## src/rtl/psc_seq_pkg.sv

```systemverilog
// Shared types and constants for the PSC array sequencer.
package psc_seq_pkg;

    localparam int unsigned CountWidth = 8;
    localparam logic [1:0]  PSC_MODE_RSVD = 2'b11;

    typedef enum logic [1:0] {
        StIdle,
        StStart,
        StWait,
        StDone
    } seq_state_e;

endpackage

```

## src/rtl/psc_rr_arbiter.sv

```systemverilog
// Combinational round-robin pick: search starts one past the last grant and wraps.
module psc_rr_arbiter #(
    parameter int unsigned NUM_REQ = 2
) (
    input  logic [NUM_REQ-1:0]         req,
    input  logic [$clog2(NUM_REQ)-1:0] last_grant,
    output logic [$clog2(NUM_REQ)-1:0] grant,
    output logic                       valid
);

    localparam int unsigned IdW = $clog2(NUM_REQ);

    logic [IdW-1:0] idx;

    always_comb begin
        grant = last_grant;
        valid = 1'b0;
        idx   = '0;
        // Walk from the farthest candidate inward so the nearest one after last_grant wins.
        for (int unsigned k = NUM_REQ; k >= 1; k--) begin
            idx = IdW'((32'(last_grant) + k) % NUM_REQ);
            if (req[idx]) begin
                grant = idx;
                valid = 1'b1;
            end
        end
    end

endmodule

```

## src/rtl/psc_array_sequencer.sv

```systemverilog
// Arbitrates NUM_REQ requesters onto one PSC block array and sequences repeated conversions.
// Optional WAIT watchdog compiled in with macro PSC_SEQ_TIMEOUT_EN.
module psc_array_sequencer
    import psc_seq_pkg::*;
#(
    parameter int unsigned NUM_REQ        = 2,
    parameter int unsigned TIMEOUT_CYCLES = 255
) (
    input  logic                           clk,
    input  logic                           reset,
    input  logic [NUM_REQ-1:0]             req_valid,
    input  logic [2*NUM_REQ-1:0]           req_mode,
    input  logic [CountWidth*NUM_REQ-1:0]  req_count,
    output logic [NUM_REQ-1:0]             req_ready,
    output logic [NUM_REQ-1:0]             done,
    output logic [1:0]                     psc_mode,
    output logic                           psc_start,
    input  logic                           psc_finish,
    output logic                           busy,
    output logic [$clog2(NUM_REQ)-1:0]     grant_id,
    output logic                           timeout_err
);

    localparam int unsigned IdW = $clog2(NUM_REQ);

    seq_state_e            state_q, state_d;
    logic [CountWidth-1:0] count_q, count_d;
    logic [IdW-1:0]        grant_q, grant_d;
    logic [1:0]            mode_q, mode_d;
    logic [NUM_REQ-1:0]    req_ready_q, req_ready_d;
    logic [NUM_REQ-1:0]    done_q, done_d;
    logic                  start_q, start_d;
    logic                  busy_q, busy_d;

    logic [IdW-1:0]        arb_grant;
    logic                  arb_valid;

    logic [1:0]            mode_arr  [NUM_REQ];
    logic [CountWidth-1:0] count_arr [NUM_REQ];

    for (genvar i = 0; i < NUM_REQ; i++) begin : g_unpack
        assign mode_arr[i]  = req_mode[2*i +: 2];
        assign count_arr[i] = req_count[CountWidth*i +: CountWidth];
    end

    psc_rr_arbiter #(
        .NUM_REQ (NUM_REQ)
    ) u_arb (
        .req        (req_valid),
        .last_grant (grant_q),
        .grant      (arb_grant),
        .valid      (arb_valid)
    );

`ifdef PSC_SEQ_TIMEOUT_EN
    logic [7:0] wait_cnt_q, wait_cnt_d;
    logic       timeout_q, timeout_d;
`endif

    always_comb begin
        state_d     = state_q;
        count_d     = count_q;
        grant_d     = grant_q;
        mode_d      = mode_q;
        req_ready_d = '0;
        done_d      = '0;
        start_d     = 1'b0;
`ifdef PSC_SEQ_TIMEOUT_EN
        wait_cnt_d  = wait_cnt_q;
        timeout_d   = timeout_q;
`endif
        unique case (state_q)
            StIdle: begin
                if (arb_valid) begin
                    state_d                = StStart;
                    grant_d                = arb_grant;
                    mode_d                 = mode_arr[arb_grant];
                    count_d                = (count_arr[arb_grant] == '0) ?
                                             CountWidth'(1) : count_arr[arb_grant];
                    req_ready_d[arb_grant] = 1'b1;
                    // Reserved mode is accepted but never reaches the array.
                    start_d                = (mode_arr[arb_grant] != PSC_MODE_RSVD);
`ifdef PSC_SEQ_TIMEOUT_EN
                    timeout_d              = 1'b0;
`endif
                end
            end
            StStart: begin
                if (mode_q == PSC_MODE_RSVD) begin
                    state_d          = StDone;
                    done_d[grant_q]  = 1'b1;
                end else begin
                    state_d          = StWait;
                end
`ifdef PSC_SEQ_TIMEOUT_EN
                wait_cnt_d = '0;
`endif
            end
            StWait: begin
                if (psc_finish) begin
                    count_d = count_q - CountWidth'(1);
                    if (count_q == CountWidth'(1)) begin
                        state_d         = StDone;
                        done_d[grant_q] = 1'b1;
                    end else begin
                        state_d = StStart;
                        start_d = 1'b1;
                    end
                end
`ifdef PSC_SEQ_TIMEOUT_EN
                else if ({1'b0, wait_cnt_q} + 9'd1 >= 9'(TIMEOUT_CYCLES)) begin
                    state_d         = StDone;
                    done_d[grant_q] = 1'b1;
                    count_d         = '0;
                    timeout_d       = 1'b1;
                end else begin
                    wait_cnt_d = wait_cnt_q + 8'd1;
                end
`endif
            end
            StDone: begin
                state_d = StIdle;
            end
            default: begin
                state_d = StIdle;
            end
        endcase
        busy_d = (state_d != StIdle);
    end

    always_ff @(posedge clk or posedge reset) begin
        if (reset) begin
            state_q     <= StIdle;
            count_q     <= '0;
            grant_q     <= IdW'(NUM_REQ - 1);
            mode_q      <= '0;
            req_ready_q <= '0;
            done_q      <= '0;
            start_q     <= 1'b0;
            busy_q      <= 1'b0;
        end else begin
            state_q     <= state_d;
            count_q     <= count_d;
            grant_q     <= grant_d;
            mode_q      <= mode_d;
            req_ready_q <= req_ready_d;
            done_q      <= done_d;
            start_q     <= start_d;
            busy_q      <= busy_d;
        end
    end

`ifdef PSC_SEQ_TIMEOUT_EN
    always_ff @(posedge clk or posedge reset) begin
        if (reset) begin
            wait_cnt_q <= '0;
            timeout_q  <= 1'b0;
        end else begin
            wait_cnt_q <= wait_cnt_d;
            timeout_q  <= timeout_d;
        end
    end

    assign timeout_err = timeout_q;
`else
    logic unused_timeout_cfg;
    assign unused_timeout_cfg = ^8'(TIMEOUT_CYCLES);
    assign timeout_err        = 1'b0;
`endif

    assign req_ready = req_ready_q;
    assign done      = done_q;
    assign psc_start = start_q;
    assign psc_mode  = mode_q;
    assign busy      = busy_q;
    assign grant_id  = grant_q;

endmodule

```

## config.mk

```make
export PLATFORM = sky130hd
export DESIGN_NAME = psc_array_sequencer
export DESIGN_NICKNAME = d
export VERILOG_FILES = /design/src/rtl/psc_seq_pkg.sv /design/src/rtl/psc_rr_arbiter.sv /design/src/rtl/psc_array_sequencer.sv
export SDC_FILE = /design/constraint.sdc
export NUM_CORES = 1
export LEC_CHECK = 0
export CORE_AREA = 2 2 62 64
export CTS_CLUSTER_SIZE = 10
export DETAILED_ROUTE_END_ITERATION = 12
export DIE_AREA = 0 0 64 66
export MAX_ROUTING_LAYER = met4
export PLACE_DENSITY_LB_ADDON = 0.3
export REMOVE_ABC_BUFFERS = 1
export SYNTH_ARGS = -nofsm -noshare
export SYNTH_HDL_FRONTEND = slang
export SYNTH_SLANG_ARGS = --single-unit
```

## constraint.sdc

```tcl
create_clock -name clk -period 2.08 [get_ports clk]
set_clock_uncertainty 0.1 [all_clocks]
set_input_delay 0.312 -clock clk [delete_from_list [all_inputs] [get_ports clk]]
set_output_delay 0.312 -clock clk [all_outputs]
set_load 0.03 [all_outputs]
```

Word-level counts from Yosys, hierarchy flattened --
Index checks and enable logic that the tools add are counted.
Operators by class: $add $sub $neg 3, order comparisons 7, equal/unequal tests 8, multiplexer cells 37, bitwise logic cells 1, reduce and logical (&&, ||, !) cells 8
Operator list (count):
- $mux W8 | 6
- $mux W2 | 11
- $pmux W8 S2 | 1
- $mux W1 | 14
- $eq A8 B1 Y1 const B | 1
- $logic_not A8 Y1 | 1
- $lt A1 B2 Y1 const B | 4
- $pmux W2 S4 | 1
- $sub A8 B1 Y8 const B | 1
- $eq A2 B2 Y1 const B | 3
- $ne A2 B2 Y1 const B | 3
- $pmux W2 S2 | 1
- $reduce_bool A2 Y1 | 2
- $reduce_and A3 Y1 | 1
- $add A1 B1 Y1 const B | 2
- $demux W1 S1 | 2
- $eq A2 B1 Y1 const B | 1
- $ge A1 B1 Y1 const B | 2
- $ge A2 B2 Y1 const B | 1
- $logic_and A1 B1 Y1 | 2
- $logic_not A2 Y1 | 1
- $not A1 Y2 | 1
- $pmux W1 S2 | 1
- $reduce_and A2 Y1 | 1
Word-level totals: register bits after elaboration 19, input port bits 25

Depth between registers and ports, before layout --
Gate-level depths: netlist of run 1.
depth in word-level cells 13, gate-level depth with buffers 7, depth with buffers taken out 6

Cells and area by module --
Synthesis of run 1 repeated with hierarchy kept, for this count alone.
Second synthesis, totals: cells, all modules 129, area total of the unflattened synthesis 1191.1 µm²
Modules (own cells, without submodules):
- psc_array_sequencer | instances 1, cells each 126, area each 1176.1 µm², sequential area each 476.7 µm²
- psc_rr_arbiter | instances 1, cells each 3, area each 15.0 µm², sequential area each 0.0 µm²

Worst setup path after synthesis of run 1 --
OpenSTA, ideal clock, no wires.
kind register to register, start point reg state_q[1], end point reg count_q[5], library setup time 137 ps, data arrival time 1557 ps, required time 1843 ps, slack 285 ps, stages on the path, launching flop included 8, clock period less this slack 1795 ps, path through dfrtp_1 -> inv_1 -> ha_1 -> or3b_1 -> and2_1 -> buf_2 -> o22ai_1 -> nor3_1
On the way: cells in the longest elaborated chain, start to end 3, elaborated cells between the ends (all ways) 7
Ends and longest elaborated chain:
- start: declaration | RTL line psc_array_sequencer.sv:26 | seq_state_e state_q, state_d;
- start signal: assignment | RTL line psc_array_sequencer.sv:133 | state_q <= StIdle;
- start signal: assignment | RTL line psc_array_sequencer.sv:142 | state_q <= state_d;
- $eq A2 B2 Y1 / $logic_not A2 Y1 (equally long branches) | RTL line psc_array_sequencer.sv:72 | unique case (state_q)
- $ne A2 B2 Y1 (no line) / $reduce_bool A2 Y1 (equally long branches)
- $reduce_and A3 Y1 (no line)
- end signal: assignment | RTL line psc_array_sequencer.sv:143 | count_q <= count_d;
- end: declaration | RTL line psc_array_sequencer.sv:27 | logic [CountWidth-1:0] count_q, count_d;
Parallel ways exist; a longest one is shown, timed or not. A chain may end at the register's enable or synchronous reset.

Worst setup path after layout of run 1 --
start point reg grant_q (netlist: grant_id), end point out grant_id
RTL lines:
- start: declaration | RTL line psc_array_sequencer.sv:28 | logic [IdW-1:0] grant_q, grant_d;
- start signal: assignment | RTL line psc_array_sequencer.sv:135 | grant_q <= IdW'(NUM_REQ - 1);
- start signal: assignment | RTL line psc_array_sequencer.sv:144 | grant_q <= grant_d;
- end: declaration | RTL line psc_array_sequencer.sv:20 | output logic [$clog2(NUM_REQ)-1:0] grant_id,
No word-level cell between the ends.

==> metrics.txt, run 1 <==
I/O Buffers=33; synth warn=0; TritonCTS clock tree=done; Pwr Total=2.19 mW; CP cell instances=clkdlybuf4s50_1; max_cap viols=0; crit-path max FO=5; nets=203; CP required=1670 ps; Starting DRT DRC Count=43; first-pass GRT wire length=5460 µm; number of CTS-inserted buffers=3; sequential share of the synthesized area=0.394; I/O pin count=35; synthesized area per cell=9.11 µm²; Arr. time, crit path=1600 ps; DR vias/cell=5.31; Total GRT Usage=0.174; fin crit share=0.965; top post-synthesis cells by area=dfrtp_1 37%, ha_1 5.2%, mux2i_1 4.1%; Detail Route Antenna Nets=0; FP Rows=22; critical path class=flip-flop to output pin; final hold viol count=0; post-synth top area share=0.372; share of cells above drive strength 1=0.122; largest net degree at the start of global routing=22; VDD IR max=491 µV; pins over their slew limit=0; Seq cells post-synth=19; clock net sink count=19; grt ovf=0; Fin Setup TNS=0 ps; crit-path max cell delay=680 ps; min Tclk post-route=2010 ps; EDFF count, synth=0; fraction of registers with async set/reset=1.00; CTS root buf=clkbuf_4; Vias=1168; CP max stage cell=clkdlybuf4s50_1; DRC Markers=0; total wire length=3340 µm; RSZ-0062 raised after global routing=false; core region area=0.00355 mm²; Layout area overhead=37.7%; hpwl dp=2570 µm; Power Dens Cells=1310 mW/mm²; htree depth=1; flop2flop setup slack=170 ps; Bufs on Longest Clock Path=2; CTS clk-pin slew, worst paths=130 ps; initial antenna violation count=0; Post-CTS Setup Bufs=0; mapped cell area=0.00121 mm²; Finished Cell Area=0.00167 mm²; Post-Syn Instances=133; diode count=0; die height=66 µm; status=finished clean; Max Clk Rate=0.498 GHz; die width=64 µm; placed cell area=0.00163 mm²; Synth cell types=43; Starting Density=0.341; die area=0.00422 mm²; crit path capture type=output pin; Leak=0.689 nW; hold crit path type=primary input to async pin; routability cong.=0.984; vias in the first global route=1154; Buf/Inv on CP=1; DR WL/cell=15.2 µm; crit start category=flip-flop; drt pass-1 iters=4; CP top delay family=buffers and inverters; final setup violation count=0; area leader, netlist=dfrtp_1; Main synth FF type=dfrtp_1; worst skew pair latency=320 ps
==> flip-flops by register name (all words and copies together) (netlist names) <==
register and count:
req_ready 2, grant_id 1, psc_start 1, psc_mode 2, state_q 2, done 2
count_q 8, busy 1
==> path summary, 6_finish.rpt <==
path,cells past startpoint,end,start
setup / recovery,1,grant_id,grant_id
min in group clk,1,done[0],grant_id
hold / removal,3,done[0],reset
setup reg to reg,6,count_q[7],state_q[1]
hold reg to reg,1,done[0],grant_id
max in group asynchronous,3,grant_id,reset
==> repair_timing <==
| item | CTS | global route |
|---|---|---|
| resized for setup | 0 | 5 |
| hold endpoints to repair | 0 | 0 |
| hold buffers | 0 | 0 |
| endpoints found under the setup margin | 0 | 6 |
==> power by group <==
group / total, mW / leakage (nW) / internal (mW) / switching [mW]
Sequential: 0.721 / 0.231 / 0.541 / 0.180
Combinational: 1.26 / 0.444 / 0.556 / 0.699
Clock: 0.209 / 0.0139 / 0.0736 / 0.135
Total: 2.19 / 0.689 / 1.17 / 1.01
==> cell families after synthesis <==
family / after synthesis / synth area share
simple gates: 54 / 0.267
compound gates: 32 / 0.180
flops: 19 / 0.394
buf+inv: 16 / 0.0548
mux: 6 / 0.0506
fa+ha+maj: 5 / 0.0517
other cells: 1 / 0.00310
==> synthesized netlist by cell type (4+ instances only) <==
cell,number
a2111oi_0,4
a21oi_1,4
and3_1,6
dfrtp_1,18
ha_1,5
inv_1,11
mux2i_1,5
nand2_1,8
nand2b_1,5
nor2_1,9
nor3_1,6
nor4_1,4
o21ai_0,6
==> per-stage QoR <==
step / worst slack, ps / cells / util / hold WS (ps)
2_1_floorplan: 15.4 / 128 / - / 162
3_3_place_gp: -31.9 / 216 / 0.459 / 409
3_5_place_dp: -25.6 / 216 / 0.459 / 411
4_1_cts: 42.6 / 220 / 0.467 / 214
5_1_grt: 14.5 / 220 / 0.470 / 218
6_report: 72.5 / 220 / 0.470 / 196
==> final cells by class <==
class	count	area, µm²
multi-input cells	98	677
repair buffers	40	383
clock buffers	3	22.5
flip-flops and latches	19	477
clock inverters	1	7.51
inverters	11	41.3
fillers	356	1880
well taps	48	60.1
==> cell usage in the layout, fill, tap and decap left out, drive strengths merged, types with 6 or more instances in the layout <==
cell type and count:
nand2 8, nor2 9, dfrtp 18, nor3 7, clkdlybuf4s50 33, buf 7, and3 6, inv 11
o21ai 9
==> layer usage <==
layer	up-vias	GRT usage	wire, µm	share of wire
met2	43	0.276	1630	0.49
li1	567	-	-	-
met5	-	-	0	0
met1	553	0.222	1480	0.44
met3	5	0.0256	177	0.053
met4	0	0.0761	51	0.015
Power figures use the tool's default switching activity.
==> run 2, diff against run 1 <==
--- a/config.mk
+++ b/config.mk
@@ -6,7 +6,6 @@
 export NUM_CORES = 1
 export LEC_CHECK = 0
 export CORE_AREA = 2 2 62 64
-export CTS_CLUSTER_SIZE = 10
 export DETAILED_ROUTE_END_ITERATION = 12
 export DIE_AREA = 0 0 64 66
 export MAX_ROUTING_LAYER = met4
==> results of run 2 <==
Same layout as run 1: the final DEF is identical, and so are final timing and power.
